`config.mk`:
```
export PLATFORM = sky130hd
export DESIGN_NAME = fpaddsub_arbiter
export DESIGN_NICKNAME = d
export VERILOG_FILES = /design/src/rtl/fpaddsub_pkg.sv /design/src/rtl/fpaddsub_rr_arb.sv /design/src/rtl/fpaddsub_arbiter.sv
export SDC_FILE = /design/constraint.sdc
export NUM_CORES = 1
export LEC_CHECK = 0
export ABC_CLOCK_PERIOD_IN_PS = 4400
export CORE_AREA = 2 2 162 164
export DETAILED_ROUTE_END_ITERATION = 10
export DIE_AREA = 0 0 164 166
export GPL_TIMING_DRIVEN = 0
export MAX_ROUTING_LAYER = met4
export SLEW_MARGIN = 15
export SYNTH_ARGS = -nofsm -noshare
export SYNTH_HDL_FRONTEND = slang
export SYNTH_SLANG_ARGS = --single-unit
```
`constraint.sdc`:
```
create_clock -name clk -period 4.4 [get_ports clk]
set_input_delay 0.88 -clock clk [delete_from_list [all_inputs] [get_ports clk]]
set_output_delay 0.88 -clock clk [all_outputs]
set_load 0.005 [all_outputs]
```
`src/rtl/fpaddsub_pkg.sv`:
```
// Shared constants and helpers for the FP add/sub scheduler and its clients.
package fpaddsub_pkg;

  localparam int unsigned FP_W = 32;

  localparam logic [1:0] RM_RNE = 2'b00;
  localparam logic [1:0] RM_RTZ = 2'b01;
  localparam logic [1:0] RM_RUP = 2'b10;
  localparam logic [1:0] RM_RDN = 2'b11;

  localparam logic OP_ADD = 1'b0;
  localparam logic OP_SUB = 1'b1;

  function automatic int unsigned fp_clog2(input int unsigned n);
    int unsigned r;
    r = 0;
    for (int unsigned v = n - 1; v != 0; v = v >> 1) r++;
    return r;
  endfunction

  // A single requester still needs one tag bit to keep the vectors legal.
  function automatic int unsigned tag_w(input int unsigned n);
    return (n <= 1) ? 1 : fp_clog2(n);
  endfunction

endpackage

```
`src/rtl/fpaddsub_rr_arb.sv`:
```
// Round-robin arbiter: combinational search from a registered pointer,
// pointer moves past the winner whenever a grant is made.
module fpaddsub_rr_arb
  import fpaddsub_pkg::*;
#(
  parameter int unsigned N  = 4,
  parameter int unsigned IW = tag_w(N)
) (
  input  logic          clk,
  input  logic          rst_n,
  input  logic [N-1:0]  req_i,
  output logic [N-1:0]  gnt_o,
  output logic          gnt_any_o,
  output logic [IW-1:0] gnt_idx_o
);

  logic [IW-1:0] ptr_q, ptr_d;
  int unsigned   idx;

  always_comb begin
    gnt_o     = '0;
    gnt_any_o = 1'b0;
    gnt_idx_o = '0;
    idx       = 0;
    for (int unsigned k = 0; k < N; k++) begin
      idx = int'(ptr_q) + k;
      if (idx >= N) idx = idx - N;
      if (!gnt_any_o && req_i[idx]) begin
        gnt_o[idx] = 1'b1;
        gnt_any_o  = 1'b1;
        gnt_idx_o  = IW'(idx);
      end
    end
  end

  always_comb begin
    ptr_d = ptr_q;
    if (gnt_any_o) begin
      ptr_d = (gnt_idx_o == IW'(N - 1)) ? '0 : gnt_idx_o + IW'(1);
    end
  end

  always_ff @(posedge clk or negedge rst_n) begin
    if (!rst_n) ptr_q <= '0;
    else        ptr_q <= ptr_d;
  end

endmodule

```
`src/rtl/fpaddsub_arbiter.sv`:
```
// Shares one fixed-latency FPAddSub datapath among NREQ requesters: grants,
// issues, tracks requester tags through the pipe and routes results back.
module fpaddsub_arbiter
  import fpaddsub_pkg::*;
#(
  parameter int unsigned NREQ = 4,
  parameter int unsigned LAT  = 4
) (
  input  logic                       clk,
  input  logic                       rst_n,
  input  logic                       en,
  input  logic [NREQ-1:0]            req_valid,
  output logic [NREQ-1:0]            req_ready,
  input  logic [FP_W*NREQ-1:0]       req_a,
  input  logic [FP_W*NREQ-1:0]       req_b,
  input  logic [NREQ-1:0]            req_op,
  input  logic [2*NREQ-1:0]          req_mode,
  output logic                       fp_issue,
  output logic [FP_W-1:0]            fp_a,
  output logic [FP_W-1:0]            fp_b,
  output logic                       fp_op,
  output logic [1:0]                 fp_mode,
  input  logic [FP_W-1:0]            fp_result,
  input  logic                       fp_inexact,
  output logic [NREQ-1:0]            rsp_valid,
  output logic [FP_W-1:0]            rsp_result,
  output logic                       rsp_inexact,
  output logic                       busy,
  output logic [fp_clog2(LAT+2)-1:0] outstanding
);

  localparam int unsigned TW = tag_w(NREQ);
  localparam int unsigned OW = fp_clog2(LAT + 2);

  logic [NREQ-1:0] arb_req;
  logic            hs;
  logic [TW-1:0]   gnt_idx;

  logic            iss_vld_q;
  logic [FP_W-1:0] a_q, a_d;
  logic [FP_W-1:0] b_q, b_d;
  logic            op_q, op_d;
  logic [1:0]      mode_q, mode_d;
  logic [TW-1:0]   tag_q;

  logic [LAT-1:0]  pv_q;
  logic [TW-1:0]   pt_q [LAT];
  logic            rsp_fire;

  logic [OW-1:0]   out_q, out_d;

  // Masking with rst_n keeps req_ready low for the whole reset window.
  assign arb_req = req_valid & {NREQ{en & rst_n}};

  fpaddsub_rr_arb #(
    .N  (NREQ),
    .IW (TW)
  ) u_arb (
    .clk       (clk),
    .rst_n     (rst_n),
    .req_i     (arb_req),
    .gnt_o     (req_ready),
    .gnt_any_o (hs),
    .gnt_idx_o (gnt_idx)
  );

  always_comb begin
    a_d    = req_a[FP_W*int'(gnt_idx) +: FP_W];
    b_d    = req_b[FP_W*int'(gnt_idx) +: FP_W];
    op_d   = req_op[gnt_idx];
    mode_d = req_mode[2*int'(gnt_idx) +: 2];
  end

  always_ff @(posedge clk or negedge rst_n) begin
    if (!rst_n) begin
      iss_vld_q <= 1'b0;
      a_q       <= '0;
      b_q       <= '0;
      op_q      <= OP_ADD;
      mode_q    <= RM_RNE;
      tag_q     <= '0;
    end else begin
      iss_vld_q <= hs;
      if (hs) begin
        a_q    <= a_d;
        b_q    <= b_d;
        op_q   <= op_d;
        mode_q <= mode_d;
        tag_q  <= gnt_idx;
      end
    end
  end

  assign fp_issue = iss_vld_q;
  assign fp_a     = a_q;
  assign fp_b     = b_q;
  assign fp_op    = op_q;
  assign fp_mode  = mode_q;

  // Stage k holds the op issued k+1 cycles ago; the last stage lines up with fp_result.
  always_ff @(posedge clk or negedge rst_n) begin
    if (!rst_n) begin
      pv_q <= '0;
      for (int s = 0; s < LAT; s++) pt_q[s] <= '0;
    end else begin
      pv_q[0] <= iss_vld_q;
      pt_q[0] <= tag_q;
      for (int s = 1; s < LAT; s++) begin
        pv_q[s] <= pv_q[s-1];
        pt_q[s] <= pt_q[s-1];
      end
    end
  end

  assign rsp_fire    = pv_q[LAT-1];
  assign rsp_result  = fp_result;
  assign rsp_inexact = fp_inexact;

  always_comb begin
    rsp_valid = '0;
    if (rsp_fire) rsp_valid[pt_q[LAT-1]] = 1'b1;
  end

  always_comb begin
    out_d = out_q;
    if (hs && !rsp_fire)      out_d = out_q + OW'(1);
    else if (!hs && rsp_fire) out_d = out_q - OW'(1);
  end

  always_ff @(posedge clk or negedge rst_n) begin
    if (!rst_n) out_q <= '0;
    else        out_q <= out_d;
  end

  assign outstanding = out_q;
  assign busy        = (out_q != '0);

endmodule
```
# --- Yosys cells after proc, flatten, opt, wreduce, memory -nomap -nowiden ---
# Index checks and enable logic that the tools add are counted.
classes:
  bitwise: 5
  n_eq_ne: 1
  muxes: 40
  order_cmp: 15
  reduce_logical: 17
  n_shift: 3
  n_addsub: 10
ops:
  columns: ["operator", "count"]
  rows:
  - ["128-bit by 8-bit variable part select with 32-bit output", 2]
  - ["32-bit by 1-bit greater-or-equal comparator with 1-bit output (second input constant)", 4]
  - ["32-bit by 3-bit < comparator with 1-bit output (second input constant)", 4]
  - ["32-bit 2-to-1 mux", 4]
  - ["32-bit by 3-bit greater-or-equal comparator with 1-bit output (second input constant)", 3]
  - ["32-bit by 3-bit subtractor with 32-bit output (second input constant)", 3]
  - ["4-bit 2-to-1 mux", 5]
  - ["1-bit 2-to-1 mux", 14]
  - ["4-bit bitwise OR", 3]
  - ["1-bit binary-select mux with 2-bit select", 5]
  - ["1-bit demux with 2-bit select", 5]
  - ["1-bit logical AND", 10]
  - ["2-bit 2-to-1 mux", 5]
  - ["8-bit by 4-bit variable part select with 2-bit output", 1]
  - ["2-bit by 2-bit adder with 3-bit output (second input constant)", 2]
  - ["2-bit by 3-bit < comparator with 1-bit output (second input constant)", 2]
  - ["3-bit 2-to-1 mux", 2]
  - ["1-bit zero test", 5]
  - ["4-bit bitwise AND", 1]
  - ["2-bit by 3-bit subtractor with 4-bit output (second input constant)", 1]
  - ["2-bit by 1-bit adder with 3-bit output (second input constant)", 1]
  - ["3-bit by 1-bit adder with 3-bit output (second input constant)", 1]
  - ["2-bit by 3-bit greater-or-equal comparator with 1-bit output (second input constant)", 1]
  - ["3-bit nonzero test", 1]
  - ["6 further kinds", 6]
totals:
  word_cells: 104
  in_bits: 308
  register_bits: 87

# --- Depth between registers and ports, before layout ---
# Gate-level depths: netlist of run 1.
depth:
  depth_word: 18
  mapped_depth: 12
  mapped_depth_nobuf: 9

# --- By module ---
# Synthesis of run 1 repeated with hierarchy kept, for this count alone.
hier_totals:
  cells_unflattened: 504
  hier_area_um2: 5745.5
modules_own_cells:
  columns: ["mod", "area_per_inst_um2", "cells_per_inst", "instances"]
  rows:
  - ["fpaddsub_arbiter", 5180.0, 447, 1]
  - ["fpaddsub_rr_arb", 565.5, 57, 1]

# --- Least setup slack after synthesis of run 1 ---
# OpenSTA, ideal clock, no wires.
synth_timing:
  path_type: "reg-to-output"
  from: "register u_arb.ptr_q[0]"
  to: "output req_ready[0]"
  path_stages_with_launch: 8
  slack_ps: 1209
  arrival_time_ps: 2311
  required_time_ps: 3520
  n_path_buf: 1
  cell_sequence: "dfrtp_1 > buf_2 > inv_1 > ha_1 > mux4_2 > and2_1 > a21oi_1 > a221o_1"
synth_between:
  elab_chain_len: 14
  word_cells_on_any_way: 59
  classes_between: "add/sub (7); order compare (12); mux (27); bitwise (3); reduce/logical (10)"
synth_rtl:
  columns: ["element", "line", "rtl"]
  rows:
  - ["from (decl)", "fpaddsub_rr_arb.sv:17", "logic [IW-1:0] ptr_q, ptr_d;"]
  - ["from (signal assigned)", "fpaddsub_rr_arb.sv:45", "else ptr_q <= ptr_d;"]
  - ["parallel branches: the longest is 13 deep, another holds 32-bit by 3-bit subtractor with 32-bit output", null, null]
  - ["4-bit 2-to-1 mux (*)", "fpaddsub_rr_arb.sv:28", "if (!gnt_any_o && req_i[idx]) begin"]
  - ["to (decl)", "fpaddsub_arbiter.sv:13", "output logic [NREQ-1:0] req_ready,"]
# Every way passes the cells marked *. The select of a mux whose other input is x is not followed.

# --- Worst setup path after layout of run 1 ---
layout_timing:
  from: "register u_arb.ptr_q[0]"
  to: "output req_ready[1]"
# The elaborated chain is that of the path after synthesis.

==> metrics.txt, run 1 <==
status=finished clean; Synth Flop Type=dfrtp_1; CTS max path bufs=2; most frequent cells in the layout=clkdlybuf4s50_1, mux2i_1, dfrtp_1; Avg WL per Cell=18.91 µm; Starting Density=0.2261; endpoints failing setup=0; Die Width=between 150 and 200 µm; FF+latch count, synth=87; Routability Congestion=roughly 0.84; Peak Freq=around 240 MHz; share of cells above drive strength 1=0.07906; Post-CTS Setup Bufs=0; nets=around 1300; Die Area=about 27000 µm²; Worst VDD drop=0.1980 mV; Fin. Hold Viols=0; core area=25620 µm²; RSZ-0062 raised after global routing=false; Worst setup EP type=output port; most common cell after layout, fill and taps aside=clkdlybuf4s50_1; Final Cycle Share=0.9504; largest net degree at the start of global routing=47; drt total wl=between 20 and 25 mm; Seq/Total Area, Yosys=0.3760; synthesized area=around 5800 µm²; DP Area=approximately 10000 µm²; Post-synth EDFFs=0; Worst-path clk slew=60 ps; CTS H-tree lvls=3; fin util=0.4074; Die Height=166 µm; vias in the first global route=6336; overall routing resource usage=0.1824; initial DRC count=about 310; CP Launch Type=register; Ant. Diodes=0; num ports=approximately 420; gate count of the mapped netlist=approximately 570; slew at the pin closest to its max-slew limit=837.7 ps; first-pass GRT wire length=about 37 mm; Yosys warnings=0; Post-synth ARST share=1.000; Worst Setup Path Type=reg -> out; Crit path arrival time=about 3300 ps; clock root buffer=clkbuf_16; Static Leak=between 4 and 5 nW; PwrDens=slightly above 500 nW/µm²; row cnt=a little under 60; post-synth cell types=44; CTS buffer count=9; total negative slack=0 ps; clk_lat worst skew=around 340 ps; relative slew slack=0.4382; grt total ovfl=0; input/output buffers=a little under 400; DRT Pass-1 Iters=4; Hold Crit Class=reg -> reg; # Max-Cap Violations=0; final instance area=roughly 10000 µm²; P&R area growth vs syn=80.21%; Post-Syn Area per Cell=between 10 and 15 µm²; clock sinks=between 80 and 90; vias after detailed routing=6119; clock skew=~9.0 ps; HPWL reported at the end of detailed placement=~20 mm; Mapped Nets=890; initial antenna violation count=0; clock tree from TritonCTS=done; drt drc=0; Via density=roughly 4.7; final slew viol count=0; Worst Path Required=3520 ps; CP Max Fanout=8; Tmin final=around 4200 ps; remaining antenna violation count=0
## logic make-up after synthesis
| logic type | count (synthesis) | synth area share |
|---|---|---|
| flops | 87 | 0.3760 |
| buf+inv | 86 | 0.08902 |
| xor+xnor | 5 | 0.01081 |
| mux | 139 | 0.2429 |
| simple gates | 123 | 0.08968 |
| compound gates | 122 | 0.1688 |
| fa+ha+maj | 10 | 0.02290 |
## cell type report
type                            instances  area (µm²)
Buffer                                 80       495.5
Clock buffer                           10       229.0
Clock inverter                          4       72.57
Fill cell                            2549       15180
Inverter                                6       22.52
Multi-Input combinational cell        399        3117
Sequential cell                        87        2177
Tap cell                              335       419.2
Timing Repair Buffer                  388        3902
## metal layers
layer  global-route usage  routed length, µm
met4              0.05111                510
met2               0.3120              12440
met5                    -                  0
met3              0.03696               1715
met1               0.2161              10090
## synth_stat cells (all sizes together) (2+ instances only)
master,count,area [µm²]
clkbuf,29,108.9
a221o,5,50.05
a32oi,16,140.1
inv,6,22.52
ha,9,112.6
nor2,8,30.03
buf,51,384.1
o31a,16,140.1
o221ai,51,446.7
nand4,2,12.51
dfrtp,87,2177
mux2i,136,1361
xnor2,3,45.05
nand3,18,90.09
xor2,2,17.52
a211oi,2,20.02
and2,3,18.77
a21oi,19,95.09
o21ai,6,30.02
nand2,85,319.1
mux2,2,22.52
nor3,2,15.01
## path summary, 6_finish.rpt
path / from / end / slack, ps / cells after the start
worst max-delay path: u_arb.ptr_q[0]$_DFFE_PN0P_ / req_ready[1] / 220 / 8
min in group asynchronous: rst_n / fp_a[28]$_DFFE_PN0P_ / 460 / 1
max in group asynchronous: rst_n / fp_b[28]$_DFFE_PN0P_ / 3330 / 2
worst max register to register: u_arb.ptr_q[0]$_DFFE_PN0P_ / fp_a[19]$_DFFE_PN0P_ / 720 / 11
worst min register to register: pt_q[4]$_DFF_PN0_ / pt_q[2]$_DFF_PN0_ / 350 / 0
worst min-delay path: pt_q[4]$_DFF_PN0_ / pt_q[2]$_DFF_PN0_ / 350 / 0
## worst max-delay path: stages, from the launching register on
cell and delay [ps]:
dfrtp_1 420, clkbuf_4 260, inv_1 140, ha_1 430, mux4_2 580, and2_1 240
a21oi_2 220, a221o_1 190, clkdlybuf4s50_1 500
## through the flow
stage          hold slack (ps)  worst slack (ps)  power, W  instances
2_1_floorplan            331.2              1209  0.002962        572
3_3_place_gp             334.9             -3770  0.004489       1294
3_5_place_dp             334.7            -197.7  0.004505       1295
4_1_cts                  349.1             11.43  0.005352       1309
5_1_grt                  355.5             10.39  0.005653       1309
6_report                 347.0             218.4  0.005285       1309
## repair_timing
action,4_1_cts,5_1_grt
setup endpoints to repair,4,4
resized for setup,1,5
endpoints found under the hold margin,0,0
hold buffers,0,0
## flip-flops by register name, summed over array words and instances, names as in the netlist
register and count:
fp_a 32, fp_b 32, pt_q 8, pv_q 4, outstanding 3, fp_mode 2, tag_q 2, u_arb.ptr_q 2
fp_issue 1, fp_op 1
## power breakdown
| part | total, W | leakage, nW | switching (W) | internal (W) |
|---|---|---|---|---|
| logic | 0.00303 | 3.30 | 0.00136 | 0.00167 |
| registers | 0.00143 | 1.04 | 0.000252 | 0.00118 |
| clock network | 0.000816 | 0.144 | 0.000325 | 0.000491 |
| total | 0.00529 | 4.49 | 0.00194 | 0.00334 |
Power figures use the tool's default switching activity.
==> run 2, diff against run 1 <==
- SETUP_SLACK_MARGIN: not set -> 0.02
- SKIP_LAST_GASP: not set -> 1
==> metrics.txt, run 2 (synthesis gave the netlist of run 1 again) <==
final slew viol count=0; CTS buffer count=9; nets=between 1000 and 1500; final instance area=around 10000 µm²; Top Family by Delay on Critical Path=buffers and inverters; Crit path depth=8; initial DRC count=~320; Static Leak=4.484 nW; Worst-path clk slew=approximately 60 ps; Avg WL per Cell=around 19 µm; P&R area growth vs syn=80.25%; dpl ws=-197.7 ps; Ant. Diodes=0; drt total wl=24.74 mm; Worst Setup Path Type=reg -> out; Worst VDD drop=slightly below 0.2 mV; num ports=between 400 and 500; Final Cycle Share=0.9434; Starting Density=0.2261; hold buffer count at cts=0; CP Max Fanout=8; Die Height=approximately 170 µm; remaining antenna violation count=0; Final WS setup=248.9 ps; Peak Freq=240.9 MHz; vias after detailed routing=roughly 6100; clock tree from TritonCTS=done; CTS max path bufs=2; clk_lat worst skew=340 ps; R2R cell count=11; relative slew slack=0.4418; status=finished clean; initial antenna violation count=0; CTS H-tree lvls=3; overall routing resource usage=0.1825; first-pass GRT wire length=between 30 and 40 mm; slowest CP cell=mux4_2; CP max stage delay=560 ps; # Max-Cap Violations=0; most common cell after layout, fill and taps aside=clkdlybuf4s50_1; cts repair resizes=2; clock skew=roughly 8.4 ps; clock root buffer=clkbuf_16; CP Launch Type=register; Worst Path Required=roughly 3500 ps; Via density=about 4.7; CP Cell Sequence=clkbuf_4 -> inv_1 -> ha_2 -> mux4_2 -> and2_1 -> a21oi_2 -> a221o_1 -> clkdlybuf4s50_1; Crit path arrival time=approximately 3300 ps; core area=~26000 µm²; reg-to-reg critical path startpoint=u_arb.ptr_q[0]$_DFFE_PN0P_; RSZ-0062 raised after global routing=false; number of cells on the worst hold path=0; Routability Congestion=0.8425; most frequent cells in the layout=clkdlybuf4s50_1, mux2i_1, dfrtp_1; Die Width=164 µm; Worst setup EP type=output port; Multi-input gate area=between 3000 and 4000 µm²; hold_sp=pt_q[4]$_DFF_PN0_; input/output buffers=387; clock sinks=87; drt drc=0; share of cells above drive strength 1=0.08008; Hold Crit Class=reg -> reg; HPWL reported at the end of detailed placement=19.66 mm; endpoints failing setup=0; r2r endpoint=fp_a[19]$_DFFE_PN0P_; register area=roughly 2200 µm²; fin util=0.4075; Tmin final=4151 ps; vias in the first global route=around 6300; row cnt=~60; PwrDens=506.9 nW/µm²; Die Area=27220 µm²; total negative slack=0 ps; grt total ovfl=0; Fin. Hold Viols=0; slew at the pin closest to its max-slew limit=approximately 830 ps; WP buf/inv=3; DP Area=between 10000 and 15000 µm²; hold endpoint=pt_q[2]$_DFF_PN0_; Filler cells=~2600; DRT Pass-1 Iters=4; largest net degree at the start of global routing=47; Reg2Reg Setup Slack=between 700 and 800 ps; Post-CTS Setup Bufs=0
[run 2: cell count changes in the layout (fill, tap and decap cells not counted)]
cell | previous run | this run
ha_2 | 0 | 1
ha_1 | 9 | 8
[run 2: how the worst max path moves through the flow]
| stage | start | to | slack, ps |
|---|---|---|---|
| 5_1_grt | u_arb.ptr_q[0]$_DFFE_PN0P_ | req_ready[0] | 50 |
| 3_5_place_dp | req_valid[1] | req_ready[1] | -200 |
| 2_1_floorplan | u_arb.ptr_q[0]$_DFFE_PN0P_ | req_ready[0] | 1210 |
| 4_1_cts | req_valid[1] | req_ready[1] | 20 |
| 6_report | u_arb.ptr_q[0]$_DFFE_PN0P_ | req_ready[1] | 250 |
| 3_3_place_gp | rst_n | req_ready[0] | -3770 |
[run 2: area by class of cell]
class | count | share of cell area
plain buffers | 80 | 0.04747
clock buffers | 10 | 0.02194
clock inverters | 4 | 0.006953
inverters | 6 | 0.002158
multi-input cells | 399 | 0.2988
flip-flops and latches | 87 | 0.2086
well taps | 335 | 0.04016
repair buffers | 388 | 0.3739
[run 2: layer usage]
layer  vias up  wire [µm]  global-route usage
met4         0        514             0.05111
met2       292      12460              0.3120
met1      2877      10010              0.2164
met5         -          0                   -
met3        28       1765             0.03696
li1       2924          -                   -
[run 2: power breakdown]
group	total, W	switching (W)	leakage [nW]	internal, W
Combinational	0.00304	0.00137	3.29	0.00167
Sequential	0.00143	0.000252	1.04	0.00118
Clock	0.000817	0.000325	0.144	0.000491
[run 2: through the flow]
stage	power, W	hold WS [ps]	cells
after global placement	0.004489	334.9	1294
after floorplan	0.002962	331.2	572
after CTS	0.005353	349.1	1309
after global routing	0.005657	355.5	1309
after detailed placement	0.004505	334.7	1295
final	0.005291	347.0	1309
==> patch 1 (config.mk and constraints of run 2) <==
The parameter `LAT` goes from 4 to 8.
--- a/src/rtl/fpaddsub_arbiter.sv
+++ b/src/rtl/fpaddsub_arbiter.sv
@@ -4,7 +4,7 @@
   import fpaddsub_pkg::*;
 #(
   parameter int unsigned NREQ = 4,
-  parameter int unsigned LAT  = 4
+  parameter int unsigned LAT  = 8
 ) (
   input  logic                       clk,
   input  logic                       rst_n,
Interface: changed (resized outstanding); port bits go from 421 to 422. The function was not compared with the original's and may differ.
==> patch 1 against run 2 <==
Worst hold slack improved by 1.9 ps. Sequential cell count rose by 13. Synthesized cell count grew 110%. Worst setup slack got worse by 89 ps. Sequential share of layout area is 4.5 points lower. Combinational power grew 94%. Wire length is 100% higher. Area after synthesis grew 80%. Die area unchanged. Cell area up 46%. Total power grew 59%. Largest cell class is now multi-input gates.
==> patch 1: results (changes against run 2) <==
status = finished, final reports clean
sequential share of the synthesized area = 0.241 (-0.135)
net count after synthesis = 1,511 (+70%)
switch share = 0.452 (+0.0850)
first-pass GRT wire length = 73.8 mm (+100%)
Leakage = 0.00558 µW (+24%)
DR pass1 iterations = 6 (+2)
via/cell ratio = 6.94 (+48%)
number of global-route vias before repair = 12,800 (+100%)
Synth area leaders = dfrtp_1 24%, a221o_1 19%, a221oi_1 12%
hold_sp = pt_q[15]
Worst Hold End = pt_q[13]
r2r setup slk = 450 ps (-290 ps)
Async S/R FF share, synth = 1.00 (unchanged)
CP arrival = 3360 ps (+90 ps)
synth cell count leaders = 199 x a221o_1, 138 x a221oi_1, 110 x clkbuf_1
Total GRT Usage = 0.354 (+0.172)
R2R Path Start = u_arb.ptr_q[0]
final net count = 1,921 (+49%)
crit path max fanout = 22 (+14)
drt total wl = 49.5 mm (+100%)
pin count of the biggest net entering global routing = 70 (+49%)
dpl hpwl = 35.8 mm (+82%)
worst clock skew = 10.3 ps (+1.94 ps)
clk_lat worst skew = 370 ps (+30 ps)
H-tree level count = 3 (unchanged)
hold_ws = 349 ps (+1.90 ps)
Port-buffer cells = 388 (+0.26%)
Clock Pin Slew Worst Setup and Hold Paths = 90 ps (+30 ps)
Fill cells = 2,303 (-9.7%)
Placer Congestion = 0.956 (+13%)
Netlist cell types = 47 (+6.8%)
share of layout cells above drive strength 1 = 0.115 (+0.0345)
reg2reg end = fp_b[19]
IR drop worst, VDD = 0.273 mV (+38%)
initial antenna violation count = 15 (+15)
worst-margin pin slew = 911 ps (+78.9 ps)
DRT iter0 DRCs = 1,469 (+360%)
reg2reg path depth = 15 (+4)
-- patch 1: cell count changes after synthesis, moves of 46 or more --
cell	before	now
a22o_1	0	67
nor2_1	8	75
mux2i_1	136	3
a221oi_1	1	138
a221o_1	5	199
o21ai_0	5	51
o221ai_1	51	0
mux2_2	2	69
a31oi_1	0	66
clkbuf_1	29	110
a22oi_1	0	67
-- patch 1: logic make-up (layout without fill, tap and decap cells) --
kind of cell,count (synthesis),after routing,synth area share
muxes,73,73,0.0797
and+or+nand+nor,174,174,0.0671
DFF,100,100,0.241
adders and majority gates,12,12,0.0152
AOI/OAI and AO/OA,631,631,0.504
other,0,14,0
buffers and inverters,196,611,0.0890
xor gates and xnor gates,5,5,0.00421
-- patch 1: worst max path at each step --
stage	startpoint	endpoint	slack [ps]	cells after the start
finish	u_arb.ptr_q[0]	req_ready[1]	160	10
detailed placement	u_arb.ptr_q[0]	fp_a[3]	-1400	14
floorplan	u_arb.ptr_q[0]	fp_a[0]	460	14
CTS	u_arb.ptr_q[0]	req_ready[1]	60	11
global placement	rst_n	fp_a[18]	-4230	9
global route	u_arb.ptr_q[0]	req_ready[3]	60	9
-- patch 1: area by class of cell --
cell class,count,share of cell area
Clock buffer,9,0.0147
Clock inverter,7,0.00581
Multi-Input combinational cell,895,0.460
Buffer,190,0.0613
Timing Repair Buffer,400,0.263
Antenna cell,14,0.00229
Sequential cell,100,0.164
Inverter,5,0.00147
Tap cell,335,0.0274
-- patch 1: what timing repair did --
item | in CTS | in global routing
setup endpoints to repair | 73 | 60
pin swaps | 1 | 6
gates cloned | 0 | 1
setup buffers | 3 | 7
resized for setup | 18 | 12
-- patch 1: routing by layer --
| metal | GRT usage | part of all wire |
|---|---|---|
| met1 | 0.444 | 0.39 |
| met2 | 0.566 | 0.48 |
| met3 | 0.0707 | 0.10 |
| met4 | 0.126 | 0.034 |
| met5 | - | 0 |
-- patch 1: power by group through the flow --
stage | registers [µW] | clock network (µW) | logic (µW)
after floorplan | 1610 | 0 | 3430
after global placement | 1660 | 0 | 5520
after detailed placement | 1650 | 0 | 5630
after CTS | 1640 | 883 | 5740
after global routing | 1690 | 919 | 6330
final | 1650 | 882 | 5890
-- patch 1: stage by stage --
stage	setup WS (ps)	setup TNS (ps)	instance area, µm²	instances
after CTS	63.4	0	15100	1934
after global placement	-4230	-502300	14700	1914
after detailed placement	-1400	-93290	14700	1915
after floorplan	457	0	10400	1191
after global routing	55.7	0	15300	1955
final	160	0	15300	1955
-- patch 1: worst register-to-register path, cell delays in order, from the launching register on --
cell        delay, ps
dfrtp_2           370
buf_6             140
clkinvlp_4        150
clkbuf_8          190
clkbuf_8          210
ha_4              320
mux4_2            550
buf_4             180
a211oi_4          140
buf_4             210
buf_2             340
clkbuf_1          470
a221oi_1          160
nor2_1            130
a221o_1           170
a221o_1           150
==> patch 2 (config.mk and constraints of run 2) <==
Made on the original files. Make the reset (`rst_n`) synchronous in 4 clocked blocks.
--- a/src/rtl/fpaddsub_rr_arb.sv
+++ b/src/rtl/fpaddsub_rr_arb.sv
@@ -40,7 +40,7 @@
     end
   end
 
-  always_ff @(posedge clk or negedge rst_n) begin
+  always_ff @(posedge clk) begin
     if (!rst_n) ptr_q <= '0;
     else        ptr_q <= ptr_d;
   end
--- a/src/rtl/fpaddsub_arbiter.sv
+++ b/src/rtl/fpaddsub_arbiter.sv
@@ -71,7 +71,7 @@
     mode_d = req_mode[2*int'(gnt_idx) +: 2];
   end
 
-  always_ff @(posedge clk or negedge rst_n) begin
+  always_ff @(posedge clk) begin
     if (!rst_n) begin
       iss_vld_q <= 1'b0;
       a_q       <= '0;
@@ -98,7 +98,7 @@
   assign fp_mode  = mode_q;
 
   // Stage k holds the op issued k+1 cycles ago; the last stage lines up with fp_result.
-  always_ff @(posedge clk or negedge rst_n) begin
+  always_ff @(posedge clk) begin
     if (!rst_n) begin
       pv_q <= '0;
       for (int s = 0; s < LAT; s++) pt_q[s] <= '0;
@@ -127,7 +127,7 @@
     else if (!hs && rsp_fire) out_d = out_q - OW'(1);
   end
 
-  always_ff @(posedge clk or negedge rst_n) begin
+  always_ff @(posedge clk) begin
     if (!rst_n) out_q <= '0;
     else        out_q <= out_d;
   end
Formal check against the unedited RTL: differs if rst_n is asserted again (counterexample within 4 cycles, from zero or initial values and one cycle with rst_n low); with rst_n held inactive, the same outputs for 4 cycles.
==> patch 2 against run 2 <==
Via count fell by 11%. Count of clock-buffer cells in the layout did not move. Register-to-register slack improved by 90 ps. Critical endpoint is now req_ready[3]. Sequential cell count did not move. Worst setup slack got worse by 36 ps. Area after synthesis fell by 0.84%. Wire length fell by 8.1%. Cell count fell by 8.0%. Sequential share of layout area fell by 4.0 points. Cell area fell by 1.3%.
Power is not compared: it rests on default switching activity, and its combinational part moved more than twofold at a synthesized area within 25%.
==> patch 2: results (changes against run 2) <==
post-synthesis mux area share = 0.320 (+0.0768)
pin count of the biggest net entering global routing = 16 (-66%)
Setup crit end = req_ready[3]
hold path depth = 1 (+1)
Netlist cell types = 48 (+9.1%)
Synth area leaders = mux4_1 31%, dfxtp_1 30%, a21o_1 8.9%
worst clock skew = 6.82 ps (-1.57 ps)
sequential share of the synthesized area = 0.303 (-0.0726)
met2 routed WL = 11.8 mm (-5.3%)
Post-Synth XOR/XNOR Area = 0.00458 (-0.00623)
hold_ws = 431 ps (+83.9 ps)
CTS resizes = 0 (-2)
Fill cells = 2,490 (-2.4%)
dpl hpwl = 18.5 mm (-6.1%)
complex-gate fraction of the synthesized area = 0.124 (-0.0443)
DRT iter0 DRCs = 227 (-30%)
reg2reg end = fp_b[4]
number of global-route vias before repair = 5,834 (-8.0%)
Placed Cells = 1,184 (-8.6%)
post-route cell area = 10,300 µm² (-1.3%)
count leader, synth = dfxtp_1
WL met3 = 2.40 mm (+36%)
net count after synthesis = 784 (-12%)
Worst Hold End = pt_q[3][0]
met2 GRT Util = 0.303 (-0.00895)
reg2reg path depth = 9 (-2)
first-pass GRT wire length = 33.8 mm (-7.5%)
via/cell ratio = 4.53 (-3.0%)
syn avg cell area = 12.3 µm² (+22%)
Async S/R FF share, synth = 0 (-1.00)
R2R Path Start = u_arb.ptr_q[0]
Placer Congestion = 0.793 (-5.9%)
status = finished, final reports clean
Total GRT Usage = 0.170 (-0.0125)
Post-Route M1 WL = 8.27 mm (-17%)
Port-buffer cells = 383 (-1.0%)
[patch 2: changes by cell type after synthesis, moves of 15 or more]
| cell | delta |
|---|---|
| o31a_1 | -15 |
| dfxtp_1 | +87 |
| a21o_1 | +67 |
| a32oi_1 | -16 |
| dfrtp_1 | -87 |
| o221ai_1 | -51 |
| nand3_1 | -17 |
| a21oi_1 | -18 |
| and3_1 | +64 |
| nand2_1 | -69 |
| mux2i_1 | -133 |
| mux4_1 | +67 |
[patch 2: cell type report]
class / instances / area share
plain buffers: 76 / 0.0517
clock buffers: 10 / 0.0222
clock inverters: 6 / 0.00668
repair buffers: 383 / 0.372
diodes: 4 / 0.000972
flip-flops and latches: 87 / 0.169
multi-input cells: 296 / 0.334
well taps: 335 / 0.0407
inverters: 7 / 0.00255
[patch 2: worst reg2reg max path: cells and delay by family (launching register included)]
family          cells  cell delay [ps]
compound gates      3              920
fa+ha+maj           1              340
mux                 1              670
flops               1              510
buf+inv             4             1020
